--- src/rtl/fifo_param.sv ---
// rtl/fifo_param.sv - parametrised FIFO with count, almost flags, sticky errors; FIFO_FWFT_EN selects first-word-fall-through
module fifo_param #(
    parameter int WIDTH     = 8,
    parameter int DEPTH     = 4,
    parameter int AFULL_TH  = DEPTH - 1,
    parameter int AEMPTY_TH = 1,
    localparam int CW       = $clog2(DEPTH + 1)
) (
    input  logic             clk,
    input  logic             rst,
    input  logic [WIDTH-1:0] din,
    input  logic             write,
    output logic             full,
    output logic             almost_full,
    input  logic             read,
    output logic [WIDTH-1:0] dout,
    output logic             empty,
    output logic             almost_empty,
    output logic [CW-1:0]    count,
    output logic             overflow,
    output logic             underflow,
    input  logic             clr_err
);
    localparam int PW = $clog2(DEPTH);
    localparam logic [PW-1:0] LAST     = PW'(DEPTH - 1);
    localparam logic [CW-1:0] DEPTH_C  = CW'(DEPTH);
    localparam logic [CW-1:0] AFULL_C  = CW'(AFULL_TH);
    localparam logic [CW-1:0] AEMPTY_C = CW'(AEMPTY_TH);

    logic [WIDTH-1:0] mem [DEPTH];
    logic [PW-1:0]    wp;
    logic [PW-1:0]    rp;
    logic [PW-1:0]    wp_inc;
    logic [PW-1:0]    rp_inc;
    logic [CW-1:0]    count_n;
    logic             wr_acc;
    logic             rd_acc;

    // Flags come from registered count only, so acceptance never depends combinationally on the other side.
    assign full         = (count == DEPTH_C);
    assign empty        = (count == '0);
    assign almost_full  = (count >= AFULL_C);
    assign almost_empty = (count <= AEMPTY_C);

    assign wr_acc = write & ~full;
    assign rd_acc = read & ~empty;

    // Explicit wrap keeps non-power-of-two depths correct.
    assign wp_inc  = (wp == LAST) ? '0 : wp + 1'b1;
    assign rp_inc  = (rp == LAST) ? '0 : rp + 1'b1;
    assign count_n = count + CW'(wr_acc) - CW'(rd_acc);

    always_ff @(posedge clk) begin
        if (wr_acc) begin
            mem[wp] <= din;
        end
    end

    always_ff @(posedge clk) begin
        if (rst) begin
            wp    <= '0;
            rp    <= '0;
            count <= '0;
        end else begin
            if (wr_acc) wp <= wp_inc;
            if (rd_acc) rp <= rp_inc;
            count <= count_n;
        end
    end

    always_ff @(posedge clk) begin
        if (rst) begin
            overflow  <= 1'b0;
            underflow <= 1'b0;
        end else begin
            overflow  <= (overflow & ~clr_err) | (write & full);
            underflow <= (underflow & ~clr_err) | (read & empty);
        end
    end

`ifdef FIFO_FWFT_EN
    // dout tracks the head: a write becomes the head when nothing else remains after this edge.
    always_ff @(posedge clk) begin
        if (rst) begin
            dout <= '0;
        end else if (wr_acc && (count == CW'(rd_acc))) begin
            dout <= din;
        end else if (rd_acc && (count_n != '0)) begin
            dout <= mem[rp_inc];
        end
    end
`else
    always_ff @(posedge clk) begin
        if (rst) begin
            dout <= '0;
        end else if (rd_acc) begin
            dout <= mem[rp];
        end
    end
`endif

endmodule

--- config.mk ---
export PLATFORM = sky130hd
export DESIGN_NAME = fifo_param
export DESIGN_NICKNAME = d
export VERILOG_FILES = /design/src/rtl/fifo_param.sv
export SDC_FILE = /design/constraint.sdc
export NUM_CORES = 1
export LEC_CHECK = 0
export BUFFER_PORTS_ARGS = -buffer_cell sky130_fd_sc_hd__buf_2
export CORE_AREA = 2 2 64 66
export DETAILED_ROUTE_END_ITERATION = 6
export DIE_AREA = 0 0 66 68
export PLACE_DENSITY = 0.75
export SLEW_MARGIN = 20
export SYNTH_ARGS = -nofsm -noshare
export SYNTH_HDL_FRONTEND = slang
export SYNTH_SLANG_ARGS = --single-unit
export TNS_END_PERCENT = 100
--- constraint.sdc ---
create_clock -name clk -period 2.8 [get_ports clk]
set_clock_uncertainty 0.05 [all_clocks]
set_input_delay 0.28 -clock clk [delete_from_list [all_inputs] [get_ports clk]]
set_output_delay 0.28 -clock clk [all_outputs]
set_load 0.02 [all_outputs]
### Word-level counts from Yosys, hierarchy flattened

Memories as Yosys holds them, arrays and structs flattened. A register that Yosys moved wholly into a read port is not among the register bits.
Index checks and enable logic that the tools add are counted.

* reductions and logical operators: 1
* $add $sub $neg: 4
* magnitude comparators: 2
* bitwise logic cells: 11
* multiplexer cells: 4
* eq/ne operators: 3

Operators by type and width (number)
* bitwise AND 1 bit: 6
* adder 2 x 1 -> 2 bit (second input constant): 2
* equality test 2 bit (second input constant): 2
* 2-to-1 mux 2 bit: 2
* adder 3 x 1 -> 3 bit: 1
* equality test 3 bit (second input constant): 1
* greater-or-equal comparator 3 x 2 -> 1 bit (second input constant): 1
* less-or-equal comparator 3 x 1 -> 1 bit (second input constant): 1
* logical NOT 3 bit: 1
* inverter 1 bit: 3
* subtractor 3 x 1 -> 3 bit: 1
* 2-to-1 mux 1 bit: 2
* OR 1 bit: 2

* memories: 1
* memory bits (writable): 32
* register bits after elaboration: 9
* output and inout bits: 17
* input bits: 13
* word-level logic and storage cells: 31

Memories
* mem: words 4, bits a word 8, read ports 1, clocked after Yosys merged registers in 1, wr ports 1, RTL line 30 `logic [WIDTH-1:0] mem [DEPTH];`

### Depth between registers and ports, before layout

Gate-level depths: netlist of the first run.

* depth after elaboration: 5
* gate-level depth with buffers: 8
* mapped depth without buffers: 8

### Worst setup path before layout of the first run

No wires, ideal clock.

* kind: register to register
* start: reg count[2]
* end: reg count[2]
* period minus slack after synthesis: 2.305 ns
* stages on the path, launching flop included: 9
* path buffers: 0
* setup slack: 0.495 ns
* arrival: 2.128 ns
* cells stage by stage: dfxtp_1 -> nor3b_2 -> nor2_1 -> xnor2_1 -> ha_1 -> inv_1 -> fa_1 -> xnor2_1 -> nor2_1

* word-level cells in the longest chain between the ends: 5
* elaborated cells between the ends (all ways): 8
* classes of those cells: 2 x add/sub; 1 x eq/ne; 4 x bitwise; 1 x reduce/logical

RTL lines
* start, declared: RTL line 19 `output logic [CW-1:0] count,`
* start signal, assigned: RTL line 67 `count <= count_n;`
* equality test 3 bit: RTL line 40 `assign full = (count == DEPTH_C);`
* named net full: RTL line 13 `output logic full,`
* inverter 1 bit: RTL line 45 `assign wr_acc = write & ~full;`
* bitwise AND 1 bit: RTL line 45
* adder 3 x 1 -> 3 bit: RTL line 51 `assign count_n = count + CW'(wr_acc) - CW'(rd_acc);`
* subtractor 3 x 1 -> 3 bit: RTL line 51

The timed path passes the listed nets, and every way through them passes these cells.
A chain may end at the register's enable or synchronous reset.

### Worst setup path in the final report of the first run

* start: reg count[1]
* end: reg count[2]

* word-level cells in the longest chain between the ends: 5
* elaborated cells between the ends (all ways): 8
* classes of those cells: 2 x add/sub; 1 x eq/ne; 4 x bitwise; 1 x reduce/logical

RTL lines (RTL line)
* equality test 3 bit: 40
* inverter 1 bit: 45
* bitwise AND 1 bit: 45
* adder 3 x 1 -> 3 bit: 51
* subtractor 3 x 1 -> 3 bit (*): 51

Mark *: on every way between the ends. The rest lies on a longest branch, timed or not.

==> flow_metrics.py, run 1 <==
metrics = {
    "run_status": {
        "status": "complete, no violations",
    },
    "cts": {
        "clock_latency_ps": 290,
        "clk_pin_slew_ps": 90,
        "cts.repair.resized": 0,
        "postCtsSetupRepairBufs": 0,
        "root_buffer": "clkbuf_8",
        "htree_levels": 2,
        "numClockSinks": 49,
        "cts_buffer_depth": 2,
        "cts_tree": "yes",
        "cts_hold_buffers": 0,
        "cts_buffers": 5,
    },
    "run": {
        "drv_cap": 0,
    },
    "route": {
        "drc": 0,
        "dr.pass1.iters": 4,
        "avgRoutedWirePerCell_um": 14.6,
        "via_count": 1132,
        "final_antenna_net_count": 0,
        "vias_per_cell": 5.10,
        "drt_iter0_markers": 84,
        "wirelength_mm": 3.25,
    },
    "floorplan": {
        "start_util_pct": 51.5,
        "die_x_um": 66,
        "placementRows": 23,
        "coreArea_mm2": 0.00386,
        "io_pins": 30,
        "dieArea_mm2": 0.00449,
        "die-height_um": 68,
    },
    "synthesis": {
        "ys_seq_area_share_pct": 65.5,
        "syn-num-nets": 163,
        "synth_top_area_share_pct": 48.4,
        "synth_cell_types": 26,
        "synthTopCellsByArea": "edfxtp_1, dfxtp_1, mux4_2, ha_1, nand2_1",
        "syn_inst": 140,
        "synth_top_area_cell": "edfxtp_1",
        "ys_seq_elements": 49,
        "avgSynthCellArea_um2": 14.2,
        "synth.cell_area_mm2": 0.00199,
        "yosysWarnings": 0,
    },
    "cells_and_area": {
        "final_area_mm2": 0.00228,
        "layout.nets": 194,
        "num_antenna_cells": 0,
        "drive_above_1_share_pct": 27.3,
        "stdcell_count": 222,
        "areaGrowthSynthToFinish_pct": 14.5,
    },
    "global_routing": {
        "grt_usage_pct": 15.8,
        "antenna_found_initial": 0,
        "grt_max_degree": 18,
        "grt_pass1_vias": 1101,
        "grt.overflow.total": 0,
        "grt_pass1_wl_mm": 5.18,
    },
    "timing": {
        "hold_ws_ps": 149,
        "relSlewSlack_pct": 58.0,
        "slew_violations": 0,
        "fin_setup_tns_ps": 0,
        "min_period_over_period_pct": 77.3,
        "worst_slew_pin_slew_ps": 629,
        "fmax_mhz": 462,
        "final.setup.worst_slack_ps": 637,
        "setup_violations": 0,
        "rsz0062_at_grt": "false",
        "hold_viol": 0,
        "fin_crit_ps": 2160,
    },
    "critical_path": {
        "cp_slowest_cell": "dfxtp_1",
        "critPathCaptureType": "flop",
        "cp_num_buf_inv": 1,
        "cp_max_fo": 9,
        "worstPathArrival_ps": 2290,
        "r2r.worst_path.cells": 8,
        "start_kind": "flop",
        "slowest_delay_ps": 420,
        "path_class": "flop to flop",
        "cp.depth": 8,
        "cp_top_family": "simple AND/OR/NAND/NOR gates",
        "crit_chain": "nor3b_2 > nor2_1 > xnor2_1 > ha_1 > inv_1 > fa_1 > xnor2_1 > nor2_1",
        "reg2reg_to": "count[2]$_SDFF_PP0_",
        "reg2reg_from": "count[1]$_SDFF_PP0_",
        "rrSetupSlack_ps": 640,
        "startpoint": "count[1]$_SDFF_PP0_",
        "required_ps": 2930,
    },
    "placed_design": {
        "postPlaceCellArea_mm2": 0.00217,
        "dpl.cell_count": 214,
        "hpwl_mm": 2.35,
        "gp_congestion": 0.731,
        "place_ws_ps": 652,
        "portBuffers": 29,
    },
    "hold_path": {
        "hp-start": "din[3]",
        "min_to": "mem[3][3]$_DFFE_PP_",
        "holdPathStages": 1,
        "hold_class": "input port to flop",
    },
    "power_and_ir_drop": {
        "leakagePower_nw": 0.856,
        "powerDensity_mw_per_mm2": 902,
        "peakVddDrop_mv": 0.456,
    },
}
report_power, final:
part	internal [mW]	switching, mW	total (mW)
registers	0.878	0.101	0.978
logic	0.266	0.355	0.621
clock network	0.232	0.220	0.453
stage by stage:
stage / total power, mW / utilization [%]
2_1_floorplan: 1.44 / -
3_3_place_gp: 1.59 / 56.3
3_5_place_dp: 1.62 / 56.3
4_1_cts: 2.08 / 59.0
5_1_grt: 2.16 / 59.0
6_report: 2.05 / 59.0
layout make-up:
class | count | area, um2
flip-flops and latches | 49 | 1300
inverters | 6 | 22.5
clock inverters | 1 | 8.76
well taps | 50 | 62.6
fillers | 311 | 1580
repair buffers | 30 | 153
clock buffers | 7 | 97.6
multi-input cells | 79 | 631
state kept, by name (all words and copies together) (netlist names):
register and cells:
rp 2, wp 2, dout 8, underflow 1, mem 32, count 3, overflow 1
cell families after synthesis:
| group | Yosys count | synth area share [%] |
|---|---|---|
| XOR/XNOR | 2 | 0.882 |
| AND/OR/NAND/NOR | 39 | 9.26 |
| buffers and inverters | 12 | 2.77 |
| multiplexers | 8 | 9.07 |
| flip-flops | 49 | 65.5 |
| adder cells (fa/ha/maj) | 10 | 6.68 |
| AO/OA/AOI/OAI | 20 | 5.86 |
synth_stat cells, drive strengths merged:
cell type  instances
fa                 1
or4                1
dfxtp             17
or3                1
o21ai              3
and2               4
o31ai              1
buf                3
nor3               1
a21oi             14
nor2b              3
nand3b             1
xnor2              2
clkbuf             3
o31a               1
ha                 9
a32o               1
mux4               8
inv                6
edfxtp            32
nor2               6
nand2             21
nor3b              1
cell usage in the layout (no fill, tap or decap), types with 2 or more instances in the layout:
cell type  Yosys  routed
nor2b_1        3       3
nor2_1         6       6
a21oi_1       14      14
buf_2          1      29
ha_1           9       9
edfxtp_1      32      32
and2_1         4       4
mux4_2         8       8
inv_1          6       6
o21ai_0        2       2
clkbuf_8       0       5
dfxtp_1       17      17
nand2_1       21      21
xnor2_1        2       2
how the worst max path moves through the flow:
stage / end
finish: count[2]$_SDFF_PP0_
global route: count[2]$_SDFF_PP0_
CTS: count[2]$_SDFF_PP0_
detailed placement: count[2]$_SDFF_PP0_
global placement: count[2]$_SDFF_PP0_
floorplan: count[2]$_SDFF_PP0_
worst register-to-register path: cells and delay by family (launching register included):
kind,cells,cell delay (ps)
and+or+nand+nor,3,640
buffers and inverters,1,50
adders and majority gates,2,530
DFF,1,420
xor gates and xnor gates,2,360
layer usage:
layer  share of wire [%]  global-route usage [%]
met5                   0                       0
met4                   0                    3.83
met3                 5.7                    4.44
met2                  52                    27.3
met1                  43                    20.0
(Power assumes the default switching activity.)
==> run 2: changes to the inputs <==
==> constraint.sdc (replaced) <==
create_clock -name clk -period 2 [get_ports clk]
set_clock_uncertainty 0.05 [all_clocks]
set_input_delay 0.2 -clock clk [delete_from_list [all_inputs] [get_ports clk]]
set_output_delay 0.2 -clock clk [all_outputs]
set_load 0.02 [all_outputs]
==> flow_metrics.py, run 2 (same netlist as run 1, synthesis figures left out) <==
metrics = {
    "cells_and_area": {
        "largest-register": "mem",
        "largest_reg_flops": 32,
        "top_regs": "mem: 32 flops, dout: 8 flops, count: 3 flops",
        "areaGrowthSynthToFinish_pct": 14.9,
        "num_antenna_cells": 0,
        "final_area_mm2": 0.00228,
        "drive_above_1_share_pct": 30.6,
        "layout.nets": 195,
        "fin_util_pct": 59.2,
        "layout.cells.most_common": "edfxtp_1",
        "final_cell_mix": "edfxtp_1, buf_2, nand2_1, a21oi_1, dfxtp_1",
    },
    "critical_path": {
        "crit_chain": "o31ai_2 > xnor2_1 > ha_1 > inv_1 > fa_1 > xnor2_1 > nor2_1",
        "reg2reg_to": "count[2]$_SDFF_PP0_",
        "slowest_delay_ps": 390,
        "startpoint": "count[1]$_SDFF_PP0_",
        "path_class": "flop to flop",
        "worstPathArrival_ps": 1990,
        "r2r.worst_path.cells": 7,
        "crit_end": "count[2]$_SDFF_PP0_",
        "rrSetupSlack_ps": 150,
        "start_kind": "flop",
        "critPathCaptureType": "flop",
        "cp_max_fo": 9,
        "cp_slowest_cell": "dfxtp_2",
        "required_ps": 2130,
        "reg2reg_from": "count[1]$_SDFF_PP0_",
        "crit_top_cell": "xnor2_1",
    },
    "route": {
        "avgRoutedWirePerCell_um": 14.7,
        "final_antenna_net_count": 0,
        "via_count": 1165,
        "drt_iter0_markers": 35,
        "wirelength_mm": 3.28,
        "dr.pass1.iters": 4,
        "vias_per_cell": 5.22,
        "drc": 0,
    },
    "global_routing": {
        "grt_pass1_vias": 1139,
        "grt_max_degree": 18,
        "grt_pass1_wl_mm": 5.44,
        "grt_usage_pct": 17.1,
        "antenna_found_initial": 0,
        "grt.overflow.total": 0,
    },
    "cts": {
        "postCtsSetupRepairBufs": 0,
        "cts_hold_buffers": 0,
        "cts_buffer_depth": 2,
        "clk_pin_slew_ps": 90,
        "root_buffer": "clkbuf_8",
        "numClockSinks": 49,
        "cts.repair.resized": 0,
        "cts_buffers": 5,
        "cts_tree": "yes",
        "clock_latency_ps": 300,
        "htree_levels": 2,
    },
    "timing": {
        "hold_viol": 0,
        "fin_crit_ps": 1850,
        "relSlewSlack_pct": 57.3,
        "slew_violations": 0,
        "rsz0062_at_grt": "false",
        "fmax_mhz": 540,
        "worst_slew_pin_slew_ps": 640,
        "min_period_over_period_pct": 92.6,
        "setup_violations": 0,
        "fin_setup_tns_ps": 0,
    },
    "floorplan": {
        "die_x_um": 66,
        "die-height_um": 68,
        "placementRows": 23,
        "io_pins": 30,
        "dieArea_mm2": 0.00449,
        "coreArea_mm2": 0.00386,
        "start_util_pct": 51.5,
    },
    "placed_design": {
        "portBuffers": 29,
        "gp_congestion": 0.671,
        "hpwl_mm": 2.38,
        "postPlaceCellArea_mm2": 0.00219,
    },
    "run_status": {
        "status": "complete, no violations",
    },
    "power_and_ir_drop": {
        "powerDensity_mw_per_mm2": 1240,
        "leakagePower_nw": 0.853,
        "power_frac_comb_pct": 31.0,
        "clkPwrFrac_pct": 20.0,
        "peakVddDrop_mv": 0.576,
        "netSwitchingFraction_pct": 33.9,
        "p_sw_mw": 0.962,
        "power.internal_mw": 1.87,
        "pwr-share-seq_pct": 49.0,
    },
    "run": {
        "drv_cap": 0,
    },
    "hold_path": {
        "hold_class": "input port to flop",
    },
}
run 2: power groups by stage:
stage	clock [mW]	combinational (mW)	sequential (mW)
3_5_place_dp	0	0.894	1.42
2_1_floorplan	0	0.601	1.44
6_report	0.565	0.879	1.39
3_3_place_gp	0	0.865	1.40
5_1_grt	0.636	0.975	1.42
4_1_cts	0.580	0.895	1.40
run 2: worst max-delay path: cells and delay by family, from the launching register on:
kind                     cells  cell delay, ps
adder cells (fa/ha/maj)      2             530
flip-flops                   1             390
AO/OA/AOI/OAI                1             340
XOR/XNOR                     2             330
AND/OR/NAND/NOR              1              50
buffers and inverters        1              40
run 2: routing by layer:
metal / wire, um / global-route usage (%) / vias to the layer above / share of wire, %
li1: - / - / 566 / -
met3: 132 / 4.44 / 4 / 4.0
met1: 1370 / 20.5 / 571 / 42
met5: 0 / 0 / - / 0
met2: 1730 / 29.9 / 24 / 53
met4: 39 / 6.89 / 0 / 1.2
run 2: area by class of cell:
cell class                      instances  area [um2]
Fill cell                             321        1570
Sequential cell                        49        1310
Multi-Input combinational cell         79         639
Timing Repair Buffer                   31         160
Clock buffer                            5        68.8
Tap cell                               50        62.6
Inverter                                6        22.5
Clock inverter                          3        21.3
run 2: how the worst min path moves through the flow:
stage,from,end,cells after the start
global placement,din[1],mem[0][1]$_DFFE_PP_,1
floorplan,din[0],mem[0][0]$_DFFE_PP_,0
global route,din[4],mem[3][4]$_DFFE_PP_,1
detailed placement,din[1],mem[0][1]$_DFFE_PP_,1
CTS,din[4],mem[0][4]$_DFFE_PP_,1
finish,din[7],mem[2][7]$_DFFE_PP_,1
run 2: per-stage QoR:
| stage | total power, mW | cells | setup slack [ps] | hold WS (ps) |
|---|---|---|---|---|
| 2_1_floorplan | 2.04 | 140 | 28.3 | 249 |
| 3_3_place_gp | 2.27 | 215 | 239 | 359 |
| 3_5_place_dp | 2.31 | 215 | 135 | 367 |
| 4_1_cts | 2.87 | 223 | 114 | 54.2 |
| 5_1_grt | 3.03 | 223 | 24.3 | 42.5 |
| 6_report | 2.83 | 223 | 148 | 60.9 |
==> run 3: changes to the inputs <==
--- a/config.mk
+++ b/config.mk
@@ -6,10 +6,12 @@
 export NUM_CORES = 1
 export LEC_CHECK = 0
 export BUFFER_PORTS_ARGS = -buffer_cell sky130_fd_sc_hd__buf_2
-export CORE_AREA = 2 2 64 66
+export CELL_PAD_IN_SITES_DETAIL_PLACEMENT = 1
+export CELL_PAD_IN_SITES_GLOBAL_PLACEMENT = 1
+export CORE_AREA = 2 2 70 72
 export DETAILED_ROUTE_END_ITERATION = 6
-export DIE_AREA = 0 0 66 68
-export PLACE_DENSITY = 0.75
+export DIE_AREA = 0 0 72 74
+export PLACE_DENSITY_LB_ADDON = 0.1
 export SLEW_MARGIN = 20
 export SYNTH_ARGS = -nofsm -noshare
 export SYNTH_HDL_FRONTEND = slang
==> flow_metrics.py, run 3 (same netlist as run 1, synthesis figures left out) <==
metrics = {
    "global_routing": {
        "grt_pass1_wl_mm": 6.24,
        "grt_pass1_vias": 1268,
        "grt_max_degree": 18,
        "grt.overflow.total": 0,
        "grt_usage_pct": 16.1,
        "antenna_found_initial": 0,
    },
    "floorplan": {
        "die_x_um": 72,
        "placementRows": 25,
        "start_util_pct": 43.2,
        "coreArea_mm2": 0.00460,
        "dieArea_mm2": 0.00533,
        "die-height_um": 74,
        "io_pins": 30,
    },
    "power_and_ir_drop": {
        "peakVddDrop_mv": 0.451,
        "netSwitchingFraction_pct": 32.5,
        "power_frac_comb_pct": 31.1,
        "clkPwrFrac_pct": 22.6,
        "p_sw_mw": 0.970,
        "leakagePower_nw": 0.876,
        "power.internal_mw": 2.01,
        "powerDensity_mw_per_mm2": 1280,
        "pwr-share-seq_pct": 46.3,
    },
    "placed_design": {
        "hpwl_mm": 2.71,
        "gp_congestion": 0.734,
        "portBuffers": 29,
    },
    "timing": {
        "min_period_over_period_pct": 94.3,
        "relSlewSlack_pct": 57.3,
        "fin_crit_ps": 1890,
        "fmax_mhz": 531,
        "slew_violations": 0,
        "setup_violations": 0,
        "hold_viol": 0,
        "fin_setup_tns_ps": 0,
        "worst_slew_pin_slew_ps": 639,
        "rsz0062_at_grt": "false",
    },
    "hold_path": {
        "hp-start": "din[0]",
        "hold_class": "input port to flop",
    },
    "critical_path": {
        "cp_top_family": "adder cells",
        "cp_slowest_cell": "dfxtp_2",
        "path_class": "flop to flop",
        "crit_top_cell": "xnor2_1",
        "cp_num_buf_inv": 1,
        "critPathCaptureType": "flop",
        "startpoint": "count[0]$_SDFF_PP0_",
        "required_ps": 2120,
        "cp_max_fo": 9,
        "slowest_delay_ps": 380,
        "reg2reg_from": "count[0]$_SDFF_PP0_",
        "worstPathArrival_ps": 2010,
        "start_kind": "flop",
        "crit_chain": "o31ai_2 > xnor2_1 > ha_1 > inv_1 > fa_1 > xnor2_1 > nor2_1",
    },
    "route": {
        "drt_iter0_markers": 26,
        "vias_per_cell": 5.16,
        "wirelength_mm": 3.71,
        "drc": 0,
        "dr.pass1.iters": 4,
        "final_antenna_net_count": 0,
        "via_count": 1187,
        "avgRoutedWirePerCell_um": 16.1,
    },
    "cts": {
        "cts.repair.resized": 0,
        "numClockSinks": 49,
        "cts_buffers": 5,
        "clock_latency_ps": 290,
        "cts_buffer_depth": 2,
        "clk_pin_slew_ps": 80,
        "htree_levels": 2,
        "cts_tree": "yes",
        "root_buffer": "clkbuf_8",
    },
    "cells_and_area": {
        "layout.cells.most_common": "edfxtp_1",
        "top_regs": "mem: 32 flops, dout: 8 flops, count: 3 flops",
        "final_cell_mix": "edfxtp_1, buf_2, nand2_1, a21oi_1, dfxtp_1",
        "fin_util_pct": 50.7,
        "num_antenna_cells": 0,
        "areaGrowthSynthToFinish_pct": 17.3,
        "layout.nets": 198,
        "drive_above_1_share_pct": 31.3,
        "largest-register": "mem",
        "num-fill-cells": 470,
        "largest_reg_flops": 32,
    },
    "run_status": {
        "status": "complete, no violations",
    },
    "run": {
        "drv_cap": 0,
    },
}
-- run 3: area by class of cell --
| type | instances | area, um2 | area share, % |
|---|---|---|---|
| sequential | 49 | 1310 | 56.1 |
| multi-input combinational | 79 | 639 | 27.4 |
| timing repair buffer | 34 | 183 | 7.84 |
| clock buffer | 5 | 68.8 | 2.95 |
| tap | 54 | 67.6 | 2.90 |
| clock inverter | 3 | 41.3 | 1.77 |
| inverter | 6 | 22.5 | 0.967 |
-- run 3: worst paths after layout --
kind	endpoint	slack, ps	cells past startpoint
hold / removal	mem[3][0]$_DFFE_PP_	60	1
setup reg to reg	count[2]$_SDFF_PP0_	110	7
setup / recovery	count[2]$_SDFF_PP0_	110	7
hold reg to reg	dout[4]$_SDFFE_PP0P_	410	2
-- run 3: routing by layer --
| metal | routed length, um | track usage, % |
|---|---|---|
| met5 | 0 | 0 |
| met3 | 152 | 4.07 |
| met2 | 1970 | 29.8 |
| met4 | 48 | 4.40 |
| met1 | 1540 | 18.8 |
-- run 3: power groups by stage --
| stage | registers (mW) | clock network (mW) | logic, mW |
|---|---|---|---|
| floorplan | 1.44 | 0 | 0.601 |
| CTS | 1.39 | 0.696 | 0.952 |
| global placement | 1.40 | 0 | 0.901 |
| global route | 1.41 | 0.744 | 1.04 |
| detailed placement | 1.41 | 0 | 0.937 |
| finish | 1.38 | 0.674 | 0.927 |
-- run 3: metrics by stage --
step | std cells | setup WS (ps) | hold WS (ps) | power [mW] | area, um2
after floorplan | 140 | 28.3 | 249 | 2.04 | 2000
after global placement | 221 | 169 | 358 | 2.30 | 2210
after detailed placement | 221 | 37.7 | 368 | 2.35 | 2210
after CTS | 230 | 80.4 | 57.2 | 3.04 | 2330
after global routing | 230 | 27.5 | 58.1 | 3.19 | 2330
final | 230 | 115 | 65.0 | 2.98 | 2330
-- run 3: what timing repair did --
item | 4_1_cts | 5_1_grt
endpoints found under the setup margin | 1 | 0
hold buffers | 0 | 0
buffers inserted | 1 | 0
-- run 3: worst register-to-register path, cell delays in order, from the launching register on --
cell and delay (ps):
dfxtp_2 380, o31ai_2 320, xnor2_1 160, ha_1 180
inv_1 50, fa_1 370, xnor2_1 190, nor2_1 70
